==> src/rtl/cache_mem_if.sv <==
// cache_mem_if
//   Memory-side interface of the cache controller. Turns one line request
//   from the cache FSM into a single RAM bus transaction. A fill collects
//   the BEATS-byte read burst into one line; a writeback waits for the
//   single write acknowledge. A missing first acknowledge aborts the
//   transaction after TIMEOUT cycles.
//
// Ports
//   i_clk       system clock, rising edge
//   i_rst_n     asynchronous active-low reset
//   i_req       transaction request, sampled only while o_busy = 0
//   i_req_rnw   1 = line fill (read), 0 = writeback (write)
//   o_busy      high from the cycle after acceptance through the done cycle
//   o_done      one-cycle completion / abort pulse
//   o_err       one-cycle pulse with o_done on a timeout abort
//   o_line      assembled fill line, byte 0 in [7:0]
//   o_avalid    RAM command strobe, one cycle per transaction
//   o_rnw       RAM direction, stable from o_avalid until o_done
//   i_ack       RAM per-beat valid (read) or write acknowledge
//   i_rdata     RAM read byte, valid with i_ack
//
// State table
//   state   | meaning
//   IDLE    | waiting for a request; i_ack ignored
//   ISSUE   | o_avalid strobe, timeout counter cleared
//   WAIT_RD | collecting read beats, counting beats not cycles
//   WAIT_WR | waiting for the write acknowledge
//   DONE    | o_done (and o_err on abort), counters cleared

module cache_mem_if #(
  parameter int BEATS   = 8,
  parameter int TIMEOUT = 32
) (
  input  logic                 i_clk,
  input  logic                 i_rst_n,
  input  logic                 i_req,
  input  logic                 i_req_rnw,
  output logic                 o_busy,
  output logic                 o_done,
  output logic                 o_err,
  output logic [8*BEATS-1:0]   o_line,
  output logic                 o_avalid,
  output logic                 o_rnw,
  input  logic                 i_ack,
  input  logic [7:0]           i_rdata
);

  localparam int BW = (BEATS > 1) ? $clog2(BEATS) : 1;
  localparam int TW = $clog2(TIMEOUT + 1);

  localparam logic [2:0] S_IDLE    = 3'd0;
  localparam logic [2:0] S_ISSUE   = 3'd1;
  localparam logic [2:0] S_WAIT_RD = 3'd2;
  localparam logic [2:0] S_WAIT_WR = 3'd3;
  localparam logic [2:0] S_DONE    = 3'd4;

  localparam logic [BW-1:0] LAST_BEAT = BW'(BEATS - 1);
  localparam logic [TW-1:0] TMO_LAST  = TW'(TIMEOUT - 1);

  logic [2:0]         r_state;
  logic [2:0]         w_state_nxt;
  logic               r_rnw;
  logic [BW-1:0]      r_beat;
  logic [TW-1:0]      r_tmo;
  logic               r_err;
  logic [8*BEATS-1:0] r_line;

  logic w_cap;       // capture a read beat this cycle
  logic w_tmo_run;   // timeout counter is active this cycle
  logic w_tmo_hit;   // this cycle is the last one allowed before abort

  // The timeout only guards the wait for the first acknowledge: once a read
  // beat has landed (r_beat != 0) the burst is allowed to run with gaps.
  always_comb begin
    w_cap     = (r_state == S_WAIT_RD) && i_ack;
    w_tmo_run = ((r_state == S_WAIT_RD) && (r_beat == '0) && !i_ack) ||
                ((r_state == S_WAIT_WR) && !i_ack);
    w_tmo_hit = w_tmo_run && (r_tmo == TMO_LAST);
  end

  always_comb begin
    w_state_nxt = r_state;
    case (r_state)
      S_IDLE: begin
        if (i_req) w_state_nxt = S_ISSUE;
      end
      S_ISSUE: begin
        w_state_nxt = r_rnw ? S_WAIT_RD : S_WAIT_WR;
      end
      S_WAIT_RD: begin
        if (w_cap && (r_beat == LAST_BEAT)) w_state_nxt = S_DONE;
        else if (w_tmo_hit)                 w_state_nxt = S_DONE;
      end
      S_WAIT_WR: begin
        if (i_ack || w_tmo_hit) w_state_nxt = S_DONE;
      end
      S_DONE: begin
        w_state_nxt = S_IDLE;
      end
      default: begin
        w_state_nxt = S_IDLE;
      end
    endcase
  end

  always_ff @(posedge i_clk or negedge i_rst_n) begin
    if (!i_rst_n) begin
      r_state <= S_IDLE;
    end else begin
      r_state <= w_state_nxt;
    end
  end

  // Direction is only latched in IDLE, so it stays put for the whole
  // transaction even if the cache FSM changes i_req_rnw meanwhile.
  always_ff @(posedge i_clk or negedge i_rst_n) begin
    if (!i_rst_n) begin
      r_rnw <= 1'b0;
    end else if ((r_state == S_IDLE) && i_req) begin
      r_rnw <= i_req_rnw;
    end
  end

  always_ff @(posedge i_clk or negedge i_rst_n) begin
    if (!i_rst_n) begin
      r_tmo <= '0;
    end else if (r_state == S_ISSUE) begin
      r_tmo <= '0;
    end else if (w_tmo_run && !w_tmo_hit) begin
      r_tmo <= r_tmo + TW'(1);
    end
  end

  always_ff @(posedge i_clk or negedge i_rst_n) begin
    if (!i_rst_n) begin
      r_err <= 1'b0;
    end else if (r_state == S_DONE) begin
      r_err <= 1'b0;
    end else if (w_tmo_hit) begin
      r_err <= 1'b1;
    end
  end

  always_ff @(posedge i_clk or negedge i_rst_n) begin
    if (!i_rst_n) begin
      r_beat <= '0;
    end else if (r_state == S_DONE) begin
      r_beat <= '0;
    end else if (w_cap) begin
      r_beat <= r_beat + BW'(1);
    end
  end

  // Bytes land only while in WAIT_RD; stray acks elsewhere never touch the line.
  always_ff @(posedge i_clk or negedge i_rst_n) begin
    if (!i_rst_n) begin
      r_line <= '0;
    end else if (w_cap) begin
      for (int k = 0; k < BEATS; k++) begin
        if (r_beat == BW'(k)) r_line[8*k +: 8] <= i_rdata;
      end
    end
  end

  // All outputs decode registered state only, so they are glitch-free with
  // respect to the RAM-side inputs and drop to zero the moment reset asserts.
  always_comb begin
    o_avalid = (r_state == S_ISSUE);
    o_busy   = (r_state != S_IDLE);
    o_done   = (r_state == S_DONE);
    o_err    = (r_state == S_DONE) && r_err;
    o_rnw    = r_rnw;
    o_line   = r_line;
  end

endmodule
==> config.mk <==
export PLATFORM = sky130hd
export DESIGN_NAME = cache_mem_if
export DESIGN_NICKNAME = d
export VERILOG_FILES = /design/src/rtl/cache_mem_if.sv
export SDC_FILE = /design/constraint.sdc
export NUM_CORES = 1
export LEC_CHECK = 0
export CORE_MARGIN = 2
export CORE_UTILIZATION = 25
export DETAILED_ROUTE_END_ITERATION = 6
export HOLD_SLACK_MARGIN = 0.05
export SKIP_CTS_REPAIR_TIMING = 1
export SLEW_MARGIN = 20
export SYNTH_ARGS = -nofsm -noshare
export SYNTH_HDL_FRONTEND = slang
export SYNTH_SLANG_ARGS = --single-unit
==> constraint.sdc <==
create_clock -name i_clk -period 1.7 [get_ports i_clk]
set_input_delay 0.255 -clock i_clk [delete_from_list [all_inputs] [get_ports i_clk]]
set_output_delay 0.255 -clock i_clk [all_outputs]
set_load 0.03 [all_outputs]
Word level (Yosys, flattened, before mapping)
Index checks and enable logic that the tools add are counted.
Widths: inputs -> output; s select.

storage, ports and cells
  register bits after elaboration = 78
  bits in latches = 0
  memory bits (writable) = 0
  memory bits (read-only) = 0
  input port bits = 13
  output and inout port bits = 69
  memories = 0

operators by class
  $add $sub $neg = 2
  multipliers = 0
  div/mod/pow operators = 0
  order comparisons = 0
  equal/unequal tests = 15
  shift operators = 0
  multiplexer cells = 12
  bitwise logic cells = 0
  reduce and logical (&&, ||, !) cells = 28

operators with widths
  cell                 number
  $mux 3               6
  $reduce_and 2->1     8
  $eq 3x3->1 const B   5
  $eq 3x2->1 const B   4
  $mux 6               2
  $pmux 3 s4           1
  $logic_and 1x1->1    9
  $add 6x1->6 const B  1
  $eq 3x1->1 const B   2
  $eq 6x5->1 const B   1
  $logic_not 3->1      2
  $reduce_bool 2->1    3
  $add 3x1->3 const B  1
  $mux 1               3
  $ne 3x2->1 const B   1
  $reduce_and 3->1     1
  $reduce_bool 3->1    1
  $logic_not 1->1      2
  $logic_or 1x1->1     2
  $ne 2x1->1 const B   1
  $ne 2x2->1 const B   1

Longest topological paths before layout
Gate-level depths: netlist of run 1.

  depth after elaboration = 9
  depth in mapped cells = 6

Worst setup path after synthesis of run 1
Ideal clock, no wire load.

  kind = register -> register
  start point = register r_state[2]
  end point = register r_line[16] (netlist: o_line[16])
  library setup time = 125 ps
  arrival = 1447 ps
  required time = 1575 ps
  setup slack = 128 ps
  cell stages (with the launch flop) = 7
  path buffers = 2
  clock period less this slack = 1572 ps
  path through = dfrtp_1 > buf_6 > and4bb_1 > buf_4 > and2_4 > nand2_4 > mux2_4

on the way
  cells in the longest elaborated chain, start to end = 3

RTL lines
  item                            RTL line  RTL
  start: declaration              60        logic [2:0] r_state;
  start signal: assignment        110       r_state <= w_state_nxt;
  $eq 3x2->1                      75        w_cap = (r_state == S_WAIT_RD) && i_ack;
  $logic_and 1x1->1               75
  $reduce_and 2->1 (no line)      --
  end signal: indexed assignment  160       if (r_beat == BW'(k)) r_line[8*k +: 8] <= i_rdata;
  end: declaration                66        logic [8*BEATS-1:0] r_line;

No other way between the ends.
A chain may end at the register's enable or synchronous reset.

Final worst setup path of run 1
  start point = register r_state[1]
  end point = output o_avalid

on the way
  cells in the longest elaborated chain, start to end = 1

RTL lines
  item              RTL line  RTL
  $eq 3x1->1        168       o_avalid = (r_state == S_ISSUE);
  end: declaration  42        output logic o_avalid,

No other way between the ends.

==> results of run 1 <==
worst paths after layout:
| path | start | endpoint | slack [ns] |
|---|---|---|---|
| min | i_rst_n | o_line[19] | 0.35 |
| max | r_state[1] | o_avalid | 0.04 |
| min reg2reg | o_line[60] | o_line[60] | 0.51 |
| max reg2reg | r_state[2] | o_line[26] | 0.08 |
| min in group i_clk | o_line[60] | o_line[60] | 0.51 |
| max in group asynchronous | i_rst_n | r_tmo[3] | 0.75 |
cells in the mapped netlist, types with 2 or more instances:
cell type | count | share of area
o31ai_1 | 2 | 0.0045
mux2_2 | 49 | 0.17
ha_1 | 7 | 0.026
o211ai_1 | 2 | 0.0045
o21ai_0 | 4 | 0.0060
mux2i_1 | 2 | 0.0060
nand2b_1 | 3 | 0.0057
nor3_1 | 5 | 0.0075
dfrtp_1 | 78 | 0.59
nand2_1 | 7 | 0.0079
clkbuf_1 | 2 | 0.0023
o22ai_1 | 3 | 0.0057
inv_1 | 8 | 0.0091
a21oi_1 | 4 | 0.0060
nor2_1 | 8 | 0.0091
nor2b_1 | 2 | 0.0038
nand2_4 | 2 | 0.0068
buf_4 | 2 | 0.0045
mux2_4 | 16 | 0.072
nand3_1 | 4 | 0.0060
nand3_2 | 4 | 0.012
worst max-delay path, delay by kind of cell (launching register included):
kind | cells | cell delay [ns]
buffers and inverters | 4 | 0.55
DFF | 1 | 0.39
and+or+nand+nor | 1 | 0.13
registers in the layout (all words and copies together), names as in the netlist:
| name | cells |
|---|---|
| r_state | 3 |
| o_rnw | 1 |
| r_err | 1 |
| r_beat | 3 |
| o_line | 64 |
| r_tmo | 6 |
cell families after synthesis:
family,count (synthesis),synth area share
AOI/OAI and AO/OA,21,0.0445
DFF,78,0.588
and+or+nand+nor,41,0.0739
muxes,67,0.245
xor gates and xnor gates,1,0.00264
adders and majority gates,7,0.0264
buffers and inverters,13,0.0192
power by group through the flow:
stage	registers (mW)	logic [mW]	clock network, mW
after floorplan	4.23	1.42	0
after global placement	3.08	4.42	0
after detailed placement	3.10	4.47	0
after CTS	3.07	4.48	2.11
after global routing	3.16	4.76	2.18
final	3.07	4.51	2.04
cell type report:
type                            count  area share
Sequential cell                    78       0.399
Multi-Input combinational cell    137       0.272
Timing Repair Buffer              101       0.213
Clock buffer                       11      0.0475
Tap cell                          176      0.0449
Clock inverter                      5      0.0169
Inverter                            8     0.00741
stage by stage:
stage | instances | power (mW) | setup TNS, ns | hold slack [ns] | worst slack [ns]
after floorplan | 228 | 5.64 | 0 | -0.0406 | 0.128
after global placement | 499 | 7.51 | -13.21 | 0.175 | -0.343
after detailed placement | 499 | 7.57 | -14.02 | 0.175 | -0.343
after CTS | 515 | 9.67 | -0.485 | -0.195 | -0.249
after global routing | 516 | 10.1 | -0.0298 | 0.365 | -0.0253
final | 516 | 9.62 | 0 | 0.351 | 0.0362
routing by layer:
metal,wire (um),up-vias
met3,419,4
met1,3530,1092
met5,0,-
met4,58,0
met2,3820,54
li1,-,1030
==> reports/results.ini, run 1 <==
[outcome]
status=completed

[logic_synthesis]
synth_area_um2=3320
async_flop_share=1.00
syn-num-nets=248
ys_seq_area_frac=0.588
synth_seq_cells=78
synthFlopType=dfrtp_1
post_synth_num_cell_types=35
ys.warnings.count=0
synth_cells=228
syn_avg_cell_area_um2=14.5
synth-edff-count=0

[global_route]
gr-max-usage-layer=met2
grt_max_degree=36
use_met1=0.145
gr-total-overflow=0
antenna_found_initial=0
grt_pass1_wl_um=12300
grtUsageMet3=0.0445
gr-usage-met2=0.181
grt_use_total=0.114
first_global_vias=2242

[final_layout]
multi_input_area_um2=1330
nets=355
final_util=0.374
regArea_um2=1950
syn2layout_area_growth_pct=47.7
finish.instance_area_um2=4900
diodes=0
mostFrequentLayoutCells=clkdlybuf4s50_1 (76), dfrtp_1 (76), mux2_2 (49), mux2_4 (16), buf_4 (16)
fillers=1240
drive_gt1_frac=0.359

[sta]
finalMaxSlewViolations=0
skew_ns=0.00594
period_minus_slack_ns=1.66
min_period_over_period=0.979
slew_headroom=0.749
final_hold_viol_count=0
worst_slew_pin_slew_ns=0.376
max_freq_mhz=601
rsz0062_at_grt=true
setup_viol=0

[power]
combinationalPowerShare=0.469
pwr-share-clk=0.212
p_sw_mw=3.58
p_sw_frac=0.372
ir_drop_mv=0.729
pwr-share-seq=0.319
power_leakage_nw=2.25
power_density_nw_per_um2=1960
p_int_mw=6.04

[critical_path]
cp.required_ns=1.44
cp_max_fo=8
critPathSlowestCell=dfrtp_1
cp-start-kind=flip-flop
rr_worst_depth=5
end_kind=primary output
critPathArrivalTime_ns=1.41
critPathKind=reg2out
slowest_delay_ns=0.39
path_cells=buf_4, inv_1, nand3_4, inv_4, buf_12

[clock_network]
numCtsBuffers=9
clk_latency_ns=0.33
clockRootBuffer=clkbuf_16
path_clk_slew_ns=0.06
numClockSinks=78
cts_max_path_buffers=2
ctsHtreeMaxLevel=3
cts_tree=yes

[detailed_routing]
vias=2180
drt_pass1_iterations=4
vias_per_cell=4.22
drtIter0Drc=85
drt-total-wl_um=7830
ant_nets=0
drc_errors=0
wire_per_inst_um=15.2

[run]
drv_cap=0

[place]
gp_congestion=0.746
hpwl_um=5570
postPlaceCellArea_um2=4530
io_buffers=81

[die]
num_rows=42
start_util=0.253
core_area_um2=13100
ios=82
die_y_um=119
die_x_um=119
die-area_um2=14200

[hold_path]
hold_path.class=in2async

Power figures use the tool's default switching activity.
==> run 2: changes to the inputs <==
Settings changed: CAP_MARGIN set to 20, SKIP_LAST_GASP set to 1.
==> reports/results.ini, run 2 (synthesis gave the netlist of run 1 again) <==
[outcome]
status=complete, but fails checks
violations=setup timing

[sta]
finalWorstSetupSlack_ns=-0.0179
worst_slew_pin_slew_ns=0.376
slew_headroom=0.749
skew_ns=0.00679
min_period_over_period=1.01
max_freq_mhz=582
setup_viol=1
period_minus_slack_ns=1.72
tns_ns=-0.0179
rsz0062_at_grt=true
finalMaxSlewViolations=0
holdWs_ns=0.351
final_hold_viol_count=0

[detailed_routing]
vias=2183
routed.top_layer=met4
vias_per_cell=4.23
drtIter0Drc=82
drc_errors=0
met3_length_um=423
wl_met2_um=3800
drt-total-wl_um=7810
drt-met1-wl_um=3530
drt_pass1_iterations=4
ant_nets=0
wire_per_inst_um=15.1

[critical_path]
startpoint=r_state[2]
cp_max_fo=6
critPathArrivalTime_ns=1.46
cp-start-kind=flip-flop
cp.required_ns=1.44
critPathKind=reg2out
end_kind=primary output
reg2reg_from=r_beat[0]

[clock_network]
clk_latency_ns=0.34
numClockSinks=78
clockRootBuffer=clkbuf_16
path_clk_slew_ns=0.06
numCtsBuffers=9
cts_max_path_buffers=2
ctsHtreeMaxLevel=3
cts_tree=yes

[die]
die_y_um=119
num_rows=42
die_x_um=119
start_util=0.253
die-area_um2=14200
core_area_um2=13100
ios=82

[final_layout]
largest_reg_flops=64
diodes=0
syn2layout_area_growth_pct=47.0
final_util=0.373
mostFrequentLayoutCells=clkdlybuf4s50_1 (76), dfrtp_1 (76), mux2_2 (49), buf_4 (17), mux2_4 (16)
nets=355
fillers=1242
drive_gt1_frac=0.353
fin_cells=516

[global_route]
antenna_found_initial=0
grt_use_total=0.114
grt_pass1_wl_um=12300
grt_max_degree=36
gr-total-overflow=0
first_global_vias=2242

[place]
io_buffers=81
dp_cells=499
hpwl_um=5570
gp_congestion=0.746

[hold_path]
hold_path.class=in2async

[power]
power_leakage_nw=2.25
ir_drop_mv=0.760
power_density_nw_per_um2=1960

[run]
drv_cap=0

run 2: layer usage:
metal | global-route usage | up-vias
met1 | 0.145 | 1096
met2 | 0.181 | 54
met4 | 0.0313 | 0
met3 | 0.0445 | 4
met5 | 0 | -
li1 | - | 1029
run 2: stage by stage:
step / power, mW / area, um2 / setup WS [ns]
floorplan: 5.64 / 3320 / 0.128
detailed placement: 7.57 / 4530 / -0.343
global route: 10.1 / 4880 / -0.0997
global placement: 7.51 / 4530 / -0.343
CTS: 9.67 / 4850 / -0.249
finish: 9.57 / 4880 / -0.0179
run 2: final cells by class:
| class | count | area, um2 | area share |
|---|---|---|---|
| flip-flops and latches | 78 | 1950 | 0.401 |
| multi-input cells | 137 | 1310 | 0.269 |
| repair buffers | 101 | 1040 | 0.213 |
| clock buffers | 11 | 233 | 0.0477 |
| well taps | 176 | 220 | 0.0452 |
| clock inverters | 5 | 82.6 | 0.0169 |
| inverters | 8 | 36.3 | 0.00744 |
run 2: final timing paths:
kind                               to  slack [ns]  cells past startpoint
max in group asynchronous    r_tmo[3]        0.75                      3
min in group i_clk         o_line[60]        0.51                      1
max                          o_avalid       -0.02                      5
min reg2reg                o_line[60]        0.51                      1
max reg2reg                  r_tmo[1]        0.06                      6
min                        o_line[19]        0.35                      2
run 2: worst max-delay path: stages, from the launching register on:
cell	delay, ns
dfrtp_2	0.44
buf_4	0.17
clkinvlp_4	0.12
nand3_2	0.15
inv_4	0.12
buf_12	0.12
run 2: where the power goes:
group | internal (mW) | switching [mW]
Combinational | 2.14 | 2.33
Sequential | 2.58 | 0.478
Clock | 1.29 | 0.751
